[src/rtl/proc_pkg.sv]
// Shared definitions for the processor top level: sequencer state
// encodings, ROM word field positions and the default PC width.
package proc_pkg;

    // Default PC / ROM address width.
    localparam int unsigned PC_W = 4;

    // Executed-instruction counter width.
    localparam int unsigned CNT_W = 16;

    // ROM word layout (18-bit words).
    localparam int unsigned ROM_W   = 18;
    localparam int unsigned SEL_BIT = 17;
    localparam int unsigned OP_HI   = 16;
    localparam int unsigned OP_LO   = 15;
    localparam int unsigned IMM_HI  = 14;

    // Sequencer FSM state encodings.
    typedef enum logic [1:0] {
        ST_IDLE  = 2'd0,
        ST_RUN   = 2'd1,
        ST_PAUSE = 2'd2,
        ST_HALT  = 2'd3
    } seq_state_t;

endpackage

[src/rtl/prog_sequencer_edge_sync.sv]
// edge_sync: two-flop synchronizer followed by a rising-edge detector.
//
// Ports:
//   clk     in   sampling clock
//   rst_n   in   synchronous active-low reset
//   din     in   asynchronous level input
//   rise_c  out  combinational one-cycle pulse on a synchronized rising edge
//
// PREV_RST is the reset value of the edge-detect history flop. With it set
// to 1, an input held high through reset produces no edge.
module edge_sync #(
    parameter bit PREV_RST = 1'b1
) (
    input  logic clk,
    input  logic rst_n,
    input  logic din,
    output logic rise_c
);

    logic       sync1;
    logic       sync2;
    logic       prev;
    logic [1:0] fill;

    // Synchronizer chain plus history flop. The history flop keeps its reset
    // value until the chain holds a real sample of din, so the reset-forced
    // zeros in the chain are never mistaken for a low input level.
    always_ff @(posedge clk) begin
        if (!rst_n) begin
            sync1 <= 1'b0;
            sync2 <= 1'b0;
            prev  <= PREV_RST;
            fill  <= 2'b00;
        end else begin
            sync1 <= din;
            sync2 <= sync1;
            fill  <= {fill[0], 1'b1};
            if (fill[1]) begin
                prev <= sync2;
            end
        end
    end

    assign rise_c = sync2 & ~prev;

endmodule

[src/rtl/prog_sequencer.sv]
// prog_sequencer: execution controller that drives the ROM address and a
// one-cycle execute strobe for the core, paced by the 1 s tick.
//
// Ports:
//   CLK_50     in   system clock
//   RST_N      in   synchronous active-low reset
//   tick       in   one-cycle strobe from the 1 s divider
//   run        in   run switch level (already synchronous)
//   step       in   raw step push-button level (asynchronous)
//   bp_en      in   breakpoint enable
//   bp_addr    in   breakpoint address
//   pc         out  ROM address
//   exec_en    out  one-cycle strobe; core latches rom_data when high
//   state      out  current FSM state (IDLE/RUN/PAUSE/HALT)
//   halted     out  high while in HALT
//   instr_cnt  out  executed instruction count, saturating
module prog_sequencer
    import proc_pkg::*;
#(
    parameter int unsigned AW        = PC_W,
    parameter int unsigned LAST_ADDR = 15,
    parameter bit          WRAP      = 1'b1
) (
    input  logic             CLK_50,
    input  logic             RST_N,
    input  logic             tick,
    input  logic             run,
    input  logic             step,
    input  logic             bp_en,
    input  logic [AW-1:0]    bp_addr,
    output logic [AW-1:0]    pc,
    output logic             exec_en,
    output logic [1:0]       state,
    output logic             halted,
    output logic [CNT_W-1:0] instr_cnt
);

    localparam logic [AW-1:0]    LAST_PC = AW'(LAST_ADDR);
    localparam logic [CNT_W-1:0] CNT_MAX = '1;

    seq_state_t       state_q, state_d;
    logic [AW-1:0]    pc_q, pc_d;
    logic             exec_q, exec_d;
    logic             halted_q, halted_d;
    logic [CNT_W-1:0] cnt_q, cnt_d;
    logic             run_prev;

    logic             step_rise;
    logic             run_rise;
    logic             issue;
    logic             at_last;
    logic [AW-1:0]    pc_next;

    // Step button: synchronize and detect the press.
    edge_sync #(
        .PREV_RST (1'b1)
    ) u_step_sync (
        .clk    (CLK_50),
        .rst_n  (RST_N),
        .din    (step),
        .rise_c (step_rise)
    );

    assign run_rise = run & ~run_prev;

    // Address the sequencer moves to when the current word is issued.
    assign at_last = (pc_q == LAST_PC);
    assign pc_next = at_last ? (WRAP ? '0 : pc_q) : pc_q + AW'(1);

    // State and output registers.
    always_ff @(posedge CLK_50) begin
        if (!RST_N) begin
            state_q  <= ST_IDLE;
            pc_q     <= '0;
            exec_q   <= 1'b0;
            halted_q <= 1'b0;
            cnt_q    <= '0;
            run_prev <= 1'b1;
        end else begin
            state_q  <= state_d;
            pc_q     <= pc_d;
            exec_q   <= exec_d;
            halted_q <= halted_d;
            cnt_q    <= cnt_d;
            run_prev <= run;
        end
    end

    // Next-state and next-output logic.
    always_comb begin
        state_d  = state_q;
        pc_d     = pc_q;
        exec_d   = 1'b0;
        cnt_d    = cnt_q;
        issue    = 1'b0;

        case (state_q)
            ST_IDLE: begin
                if (run) begin
                    state_d = ST_RUN;
                end else if (step_rise) begin
                    issue = 1'b1;
                end
            end
            ST_RUN: begin
                // Dropping run wins over a coincident tick.
                if (!run) begin
                    state_d = ST_PAUSE;
                end else if (tick) begin
                    issue = 1'b1;
                    // Stop in front of the breakpoint word, not after it.
                    if (bp_en && (pc_next == bp_addr)) begin
                        state_d = ST_PAUSE;
                    end
                end
            end
            ST_PAUSE: begin
                // Resume needs a fresh run edge; a coincident step is dropped.
                if (run_rise) begin
                    state_d = ST_RUN;
                end else if (step_rise) begin
                    issue = 1'b1;
                end
            end
            ST_HALT: begin
                if (step_rise || run_rise) begin
                    pc_d    = '0;
                    state_d = ST_IDLE;
                end
            end
            default: begin
                state_d = ST_IDLE;
            end
        endcase

        if (issue) begin
            exec_d = 1'b1;
            pc_d   = pc_next;
            cnt_d  = (cnt_q == CNT_MAX) ? cnt_q : cnt_q + CNT_W'(1);
            if (at_last && !WRAP) begin
                state_d = ST_HALT;
            end
        end

        halted_d = (state_d == ST_HALT);
    end

    assign pc        = pc_q;
    assign exec_en   = exec_q;
    assign state     = state_q;
    assign halted    = halted_q;
    assign instr_cnt = cnt_q;

endmodule
[config.mk]
export PLATFORM = sky130hd
export DESIGN_NAME = prog_sequencer
export DESIGN_NICKNAME = d
export VERILOG_FILES = /design/src/rtl/proc_pkg.sv /design/src/rtl/prog_sequencer_edge_sync.sv /design/src/rtl/prog_sequencer.sv
export SDC_FILE = /design/constraint.sdc
export NUM_CORES = 1
export LEC_CHECK = 0
export CAP_MARGIN = 5
export CORE_MARGIN = 2
export CORE_UTILIZATION = 44
export DETAILED_ROUTE_END_ITERATION = 8
export PLACE_DENSITY = 0.74
export SLEW_MARGIN = 25
export SYNTH_ARGS = -nofsm -noshare
export SYNTH_HDL_FRONTEND = slang
export SYNTH_HIERARCHICAL = 1
export SYNTH_SLANG_ARGS = --single-unit
[constraint.sdc]
create_clock -name CLK_50 -period 1.7 [get_ports CLK_50]
set_input_delay 0.255 -clock CLK_50 [delete_from_list [all_inputs] [get_ports CLK_50]]
set_output_delay 0.255 -clock CLK_50 [all_outputs]
set_load 0.01 [all_outputs]
# == After elaboration in Yosys (flattened, before gate mapping) ==
# Cells that the tools add are included.
# word_totals
input_bits,10
output_inout_bits,24
ff_bits,30
elab_cells,51
# classes
addsub,2
n_bitwise,5
n_eq_ne,7
n_mux,19
reduce_logical,7
# ops
cell,count
$add 16x1->16 const B,1
$eq 16x16->1 const B,1
$mux 4,4
$mux 2,6
$pmux 2 s4,1
$mux 1,7
$eq 2x2->1 const B,3
$add 4x1->4 const B,1
$eq 4x4->1,1
$eq 4x4->1 const B,1
$reduce_and 2->1,2
$reduce_bool 2->1,2
$not 1->1,3
$pmux 1 s3,1
$and 1x1->1,2
$eq 2x1->1 const B,1
$logic_not 2->1,1
$logic_and 1x1->1,1
$logic_or 1x1->1,1

# == Depth between registers and ports, before layout ==
# Gate-level depths: netlist of run 1.
# logic_depth
depth_word,9
ltp_mapped,7
ltp_nobuf,6

# == By module ==
# Netlist of run 1, hierarchy kept.
# modules_own_cells
module,cells_per_inst,area_each_um2,instances,seq_area_each_um2
prog_sequencer,147,1368.8,1,500.5
edge_sync,11,138.9,1,100.1

# == Least setup slack after synthesis of run 1 ==
# Ideal clock, no wire load.
# synth_path
kind,register -> register
startpoint,register u_step_sync.sync2
endpoint,register cnt_q[12] (netlist: instr_cnt[12])
path_buffers,1
stages_incl_launch_ff,8
synth_period_minus_slack_ns,1.682
arrival_time_ns,1.554
setup_time_ns,0.128
setup_slack_ns,0.018
required_time_ns,1.572
cell_sequence,dfxtp_1 nor2b_1 nor2b_1 a32oi_4 buf_6 nor4_1 xnor2_1 nor2_1
# synth_via
elab_chain_len,5
word_cells_on_any_way,6
classes_between,4 x mux; 1 x bitwise; 1 x reduce/logical
# synth_lines
item,line_no,rtl
start: declaration,prog_sequencer_edge_sync.sv:21,logic sync2;
start signal: assignment,prog_sequencer_edge_sync.sv:36,sync2 <= sync1;
$and 1x1->1 (*),prog_sequencer_edge_sync.sv:44,assign rise_c = sync2 & ~prev;
via step_rise,prog_sequencer.sv:48,logic step_rise;
$mux 1 (*),"prog_sequencer.sv:101, prog_sequencer.sv:121",
$mux 1 (on tied branches),"prog_sequencer.sv:119, prog_sequencer.sv:99",
$pmux 1 s3 (*),prog_sequencer.sv:97,case (state_q)
$reduce_and 2->1 (no line) (*),n/a,
end signal: assignment,prog_sequencer.sv:84,cnt_q <= cnt_d;
end: declaration,prog_sequencer.sv:45,"logic [CNT_W-1:0] cnt_q, cnt_d;"
# The timed path passes the listed nets; every way through them passes the cells marked *.
# A chain may end at the register's enable or synchronous reset.

# == Final worst setup path of run 1 ==
# layout_path
startpoint,register cnt_q[4] (netlist: instr_cnt[4])
endpoint,register cnt_q[9] (netlist: instr_cnt[9])
# layout_via
elab_chain_len,3
word_cells_on_any_way,4
classes_between,1 x add/sub; 1 x eq/ne; 1 x bitwise; 1 x reduce/logical
# layout_lines
item
"parallel branches: the longest is 3 deep, another holds $add 16x1->16"
# Several ways; the timed one is not identified.

==> results of run 1 <==
==> sequential cells by signal, summed over array words and instances, names as in the netlist <==
register / cells
exec_en: 1
halted: 1
instr_cnt: 16
pc: 4
run_prev: 1
state: 2
u_step_sync/fill: 2
u_step_sync/prev: 1
u_step_sync/sync1: 1
u_step_sync/sync2: 1
==> critical path, delay by kind of cell (launching register included) <==
family	cells	cell delay, ns
XOR/XNOR	1	0.17
flip-flops	1	0.38
AND/OR/NAND/NOR	3	0.59
AO/OA/AOI/OAI	1	0.43
==> area by class of cell <==
class	instances	area share, %
Timing Repair Buffer	56	23.4
Multi-Input combinational cell	118	42.1
Sequential cell	30	28.1
Inverter	5	0.866
Tap cell	46	2.66
Clock buffer	7	2.54
Clock inverter	1	0.231
==> cell usage after synthesis (3+ instances only) <==
master / number
dfxtp_1: 30
nor2_1: 18
xnor2_1: 15
nand3_1: 8
nand2_1: 7
inv_1: 5
nor2b_1: 5
nor3_1: 5
nor4_1: 5
a21oi_1: 4
o21ai_0: 4
a211oi_1: 3
and2_1: 3
and3_1: 3
==> metrics by stage <==
stage                     std cells  TNS [ns]  setup slack (ns)  power (mW)  cell area, sq um
after global placement          255     -4.07            -0.272       0.890              2030
after global routing            263    -0.171           -0.0538        1.40              2170
after CTS                       263         0            0.0118        1.35              2120
after floorplan                 158         0            0.0184       0.820              1510
final                           263         0            0.0359        1.33              2170
after detailed placement        255     -5.40            -0.390       0.896              2030
==> kinds of logic after synthesis <==
group,count (synthesis),share of synthesized area (%)
and+or+nand+nor,67,25.2
buffers and inverters,10,3.73
xor gates and xnor gates,17,9.88
muxes,3,2.07
adders and majority gates,2,1.66
DFF,30,39.8
AOI/OAI and AO/OA,29,17.6
==> metal layers <==
metal  wire, um  track usage, %
met2       1750            33.1
met1       1600            23.0
met3        168            5.41
met4         17            9.17
met5          0               0
==> report_power, final <==
part           internal [mW]  switching (mW)  total, mW
Sequential             0.718          0.0123      0.730
Combinational         0.0857          0.0679      0.154
Clock                  0.200           0.242      0.442
Total                   1.00           0.322       1.33
==> timing repair <==
item / in CTS / in global routing
gates resized for setup: 7 / 13
pin swaps: 0 / 1
endpoints found under the setup margin: 9 / 19
hold buffers: 0 / 0
==> worst paths after layout <==
path / end / slack [ns] / cells after the start
worst max-delay path: instr_cnt[9] / 0.04 / 5
worst min-delay path: run_prev / 0.24 / 2
worst max register to register: instr_cnt[9] / 0.04 / 5
worst min register to register: u_step_sync/sync2 / 0.44 / 1
==> flow_metrics.tcl, run 1 <==
set metrics [dict create \
    status "complete, no violations" \
    synth_area_sq_mm 0.00151 \
    holdCritStartpoint "run" \
    drt-initial-drc-count 97 \
    fin_skew_ns 0.00781 \
    cp-start-kind "register" \
    critPathMaxFanout 6 \
    die_y_um 62.5 \
    yosys.area.top_type "dfxtp_1" \
    finalNetCount 228 \
    path_cells "and3_1, nand4_2, a2111oi_4, xnor2_1, nor2_1" \
    htreeDepth 2 \
    regArea_sq_um 609 \
    synth_async_sr_flop_share_pct 0 \
    holdWs_ns 0.241 \
    syn-num-nets 170 \
    clock_latency_ns 0.33 \
    port_buffers 33 \
    pin_count 34 \
    critPathSlowestCell "a2111oi_4" \
    synthCells 158 \
    die_x_um 62.5 \
    grt_max_degree 13 \
    wl_um 3540 \
    rsz0062_at_grt "true" \
    leakage_nw 0.804 \
    synth_warnings 6 \
    drive_gt1_share_pct 25.3 \
    cts_tree "built" \
    fin_crit_ns 1.66 \
    tightest_slew_ns 0.410 \
    grt_pass1_vias 1409 \
    viasPerCell 5.21 \
    nFillCells 273 \
    dominantRegCellSynth "dfxtp_1" \
    layout_commonest_cell "clkdlybuf4s50_1" \
    drc_errors 0 \
    die_area_sq_mm 0.00391 \
    synth-seq-cells 30 \
    crit_required_ns 1.93 \
    end_kind "register" \
    postCtsSetupBuffers 0 \
    cts.sinks 30 \
    grt_usage_pct 19.6 \
    arrival_ns 1.89 \
    cts_buffer_depth 2 \
    area_growth_pct 43.7 \
    antenna_left 0 \
    grt_pass1_wl_um 6200 \
    final_util_pct 65.5 \
    max_freq_mhz 601 \
    globalplace.congestion 0.841 \
    cts_root_buffer "clkbuf_4" \
    antenna_found_initial 0 \
    grt.overflow.total 0 \
    crit_start "instr_cnt[4]" \
    diodes 0 \
    hold_viol 0 \
    numCtsBuffers 5 \
    multiInputGateArea_sq_um 913 \
    post-route-period-util_pct 97.9 \
    dr.pass1.iters 4 \
    max_stage_delay_ns 0.43 \
    hold_class "input pin to register" \
    vias 1371 \
    r2r-start "instr_cnt[4]" \
    final_max_slew_viol_count 0 \
    clk_pin_slew_ns 0.09 \
    rows 21 \
    max-cap-violations 0 \
    initial_core_util_pct 45.5 \
    critPathKind "register to register" \
    relSlewSlack_pct 72.5 \
    mostFrequentLayoutCells "clkdlybuf4s50_1, dfxtp_1, buf_4, nor2_1, xnor2_1" \
    p_per_area_mw_per_mm2 612 \
    coreArea_sq_mm 0.00331 \
    yosysSeqAreaShare_pct 39.8 \
    yosys.area.top_type_share_pct 39.8 \
    ir_worst_vdd_mv 0.408 \
    wl_per_cell_um 13.4 \
    setup_viol 0 \
    hpwl_um 2660 \
    synth_edf_count 0 \
    syn-mean-instance-area_sq_um 9.54 \
    ys_types 46 \
    synthTopCellsByArea "dfxtp_1, xnor2_1, nor2_1" \
]
No activity file was read; power rests on OpenSTA's default activity.
==> run 2, diff against run 1 <==
--- a/config.mk
+++ b/config.mk
@@ -5,7 +5,7 @@
 export SDC_FILE = /design/constraint.sdc
 export NUM_CORES = 1
 export LEC_CHECK = 0
-export CAP_MARGIN = 5
+export CAP_MARGIN = 20
 export CORE_MARGIN = 2
 export CORE_UTILIZATION = 44
 export DETAILED_ROUTE_END_ITERATION = 8
==> results of run 2 <==
Final layout, timing and power as in run 1 (identical DEF).
==> run 3, diff against run 2 <==
--- a/config.mk
+++ b/config.mk
@@ -9,9 +9,9 @@
 export CORE_MARGIN = 2
 export CORE_UTILIZATION = 44
 export DETAILED_ROUTE_END_ITERATION = 8
+export MAX_ROUTING_LAYER = met4
 export PLACE_DENSITY = 0.74
 export SLEW_MARGIN = 25
 export SYNTH_ARGS = -nofsm -noshare
 export SYNTH_HDL_FRONTEND = slang
-export SYNTH_HIERARCHICAL = 1
 export SYNTH_SLANG_ARGS = --single-unit
==> flow_metrics.tcl, run 3 <==
set metrics [dict create \
    synth-xor-area-share_pct 6.98 \
    htreeDepth 2 \
    rsz0062_at_grt "true" \
    max_freq_mhz 604 \
    coreArea_sq_mm 0.00331 \
    cts_buffer_depth 2 \
    fin_crit_ns 1.65 \
    grt_max_degree 22 \
    stdcell_count 278 \
    max-cap-violations 0 \
    cp-start-kind "register" \
    numCtsBuffers 5 \
    diodes 0 \
    yosysSeqAreaShare_pct 39.9 \
    die_y_um 62.5 \
    multiInputGateArea_sq_um 953 \
    cts.sinks 30 \
    clock_latency_ns 0.33 \
    synthCells 168 \
    fin_skew_ns 0.00764 \
    p_seq_share_pct 52.7 \
    syn-num-nets 180 \
    largest_register_ffs 16 \
    grt_pass1_vias 1411 \
    drt-initial-drc-count 112 \
    tightest_slew_ns 0.333 \
    grt_pass1_wl_um 6090 \
    die_x_um 62.5 \
    viasPerCell 5.40 \
    grt.overflow.total 0 \
    clkPwrFrac_pct 31.5 \
    synthTopCellsByArea "dfxtp_1, and2_1, nand2_1" \
    synthTopCellsByCount "dfxtp_1, nand2_1, and2_1" \
    layout_commonest_cell "clkdlybuf4s50_1" \
    final_max_slew_viol_count 0 \
    dominantRegCellSynth "dfxtp_1" \
    p_per_area_mw_per_mm2 629 \
    intPower_mw 1.04 \
    synth-adder-area-share_pct 1.66 \
    hold_viol 0 \
    rows 21 \
    synth-seq-cells 30 \
    critPathKind "register to output port" \
    vias 1500 \
    hpwl_um 2680 \
    syn-mean-instance-area_sq_um 8.97 \
    critPathMaxFanout 7 \
    pre_cts_ws_ns -0.369 \
    yosys.area.top_type "dfxtp_1" \
    regArea_sq_um 609 \
    ys_types 42 \
    pin_count 34 \
    yosys.area.top_type_share_pct 39.9 \
    hold_class "input pin to register" \
    p_sw_share_pct 26.0 \
    end_kind "output port" \
    synth_area_sq_mm 0.00151 \
    final_util_pct 67.6 \
    relSlewSlack_pct 77.8 \
    setup_viol 0 \
    reg2reg_slack_ns 0.05 \
    arrival_ns 1.40 \
    yosysMostFrequentCell "dfxtp_1" \
    crit_required_ns 1.44 \
    synthMuxAreaShare_pct 1.33 \
    grt_usage_pct 20.0 \
    mostFrequentLayoutCells "clkdlybuf4s50_1, buf_4, dfxtp_1, nand2_1, and2_1" \
    setup_ws_ns 0.0454 \
    wl_per_cell_um 13.8 \
    die_area_sq_mm 0.00391 \
    synth_edf_count 0 \
    finalNetCount 243 \
    post-route-period-util_pct 97.3 \
    port_buffers 33 \
    antenna_found_initial 0 \
    cts_tree "built" \
    antenna_left 0 \
    status "complete, no violations" \
    dr.pass1.iters 5 \
    drive_gt1_share_pct 24.1 \
    leakage_nw 0.896 \
    switchingPower_mw 0.367 \
    synth_warnings 0 \
    drc_errors 0 \
    wl_um 3840 \
    fin_setup_tns_ns 0 \
    synth_top_family_by_area "simple AND/OR/NAND/NOR gates" \
    dp_cells 269 \
    synth_async_sr_flop_share_pct 0 \
    synth_compound_area_share_pct 18.1 \
    initial_core_util_pct 45.5 \
    nFillCells 294 \
    p_comb_share_pct 15.8 \
    cts_root_buffer "clkbuf_4" \
    globalplace.congestion 0.892 \
    clk_pin_slew_ns 0.09 \
    synthSimpleGateAreaFrac_pct 29.7 \
    ir_worst_vdd_mv 0.444 \
    area_growth_pct 48.5 \
]
==> run 3: changes by cell type after synthesis, moves of 4 or more <==
cell,previous run,this run
and2_1,3,13
xnor2_1,15,7
inv_1,5,1
nand2_1,7,18
nor2_1,18,7
nand2b_1,1,6
==> run 3: routing by layer <==
metal / track usage [%] / up-vias / wire length (um)
met5: - / - / 0
met4: 7.78 / 0 / 65
met3: 7.39 / 8 / 205
met2: 32.4 / 53 / 1890
met1: 22.3 / 699 / 1690
li1: - / 740 / -
==> run 3: kinds of logic (layout without fill, tap and decap cells) <==
kind of cell,after synthesis,after routing
AND/OR/NAND/NOR,81,81
AO/OA/AOI/OAI,34,34
flip-flops,30,30
XOR/XNOR,12,12
buffers and inverters,7,71
adder cells (fa/ha/maj),2,2
multiplexers,2,2
==> run 3: area by class of cell <==
cell class / instances / share of cell area, %
well taps: 46 / 2.57
multi-input cells: 131 / 42.6
inverters: 1 / 0.168
repair buffers: 62 / 24.7
clock inverters: 1 / 0.224
clock buffers: 7 / 2.46
flip-flops and latches: 30 / 27.2
==> run 3: worst max-delay path: stages (launching register included) <==
cell             delay (ns)
dfxtp_4                0.39
buf_4                  0.15
clkdlybuf4s50_1        0.53
==> run 3: path summary, 6_finish.rpt <==
| check | from | cells past startpoint | endpoint |
|---|---|---|---|
| setup reg to reg | instr_cnt[8] | 6 | instr_cnt[6] |
| hold reg to reg | u_step_sync.fill[0] | 1 | u_step_sync.fill[1] |
| setup / recovery | state[1] | 2 | state[1] |
| hold / removal | run | 5 | run_prev |
==> run 3: power by group through the flow <==
stage | Combinational (mW) | Clock [mW] | Sequential [mW]
floorplan | 0.107 | 0 | 0.756
global placement | 0.204 | 0 | 0.753
detailed placement | 0.210 | 0 | 0.754
CTS | 0.212 | 0.456 | 0.739
global route | 0.241 | 0.496 | 0.744
finish | 0.222 | 0.444 | 0.741
==> run 3: metrics by stage <==
| stage | area (sq um) | hold WS, ns | total power [mW] |
|---|---|---|---|
| floorplan | 1510 | 0.283 | 0.863 |
| finish | 2240 | 0.420 | 1.41 |
| global route | 2240 | 0.454 | 1.48 |
| detailed placement | 2070 | 0.419 | 0.964 |
| CTS | 2150 | 0.445 | 1.41 |
| global placement | 2070 | 0.414 | 0.957 |
==> run 3: timing repair <==
item	CTS	global route
hold buffers	0	0
setup buffers	0	1
resized for setup	5	18
endpoints found under the setup margin	4	13
pin swaps	0	2
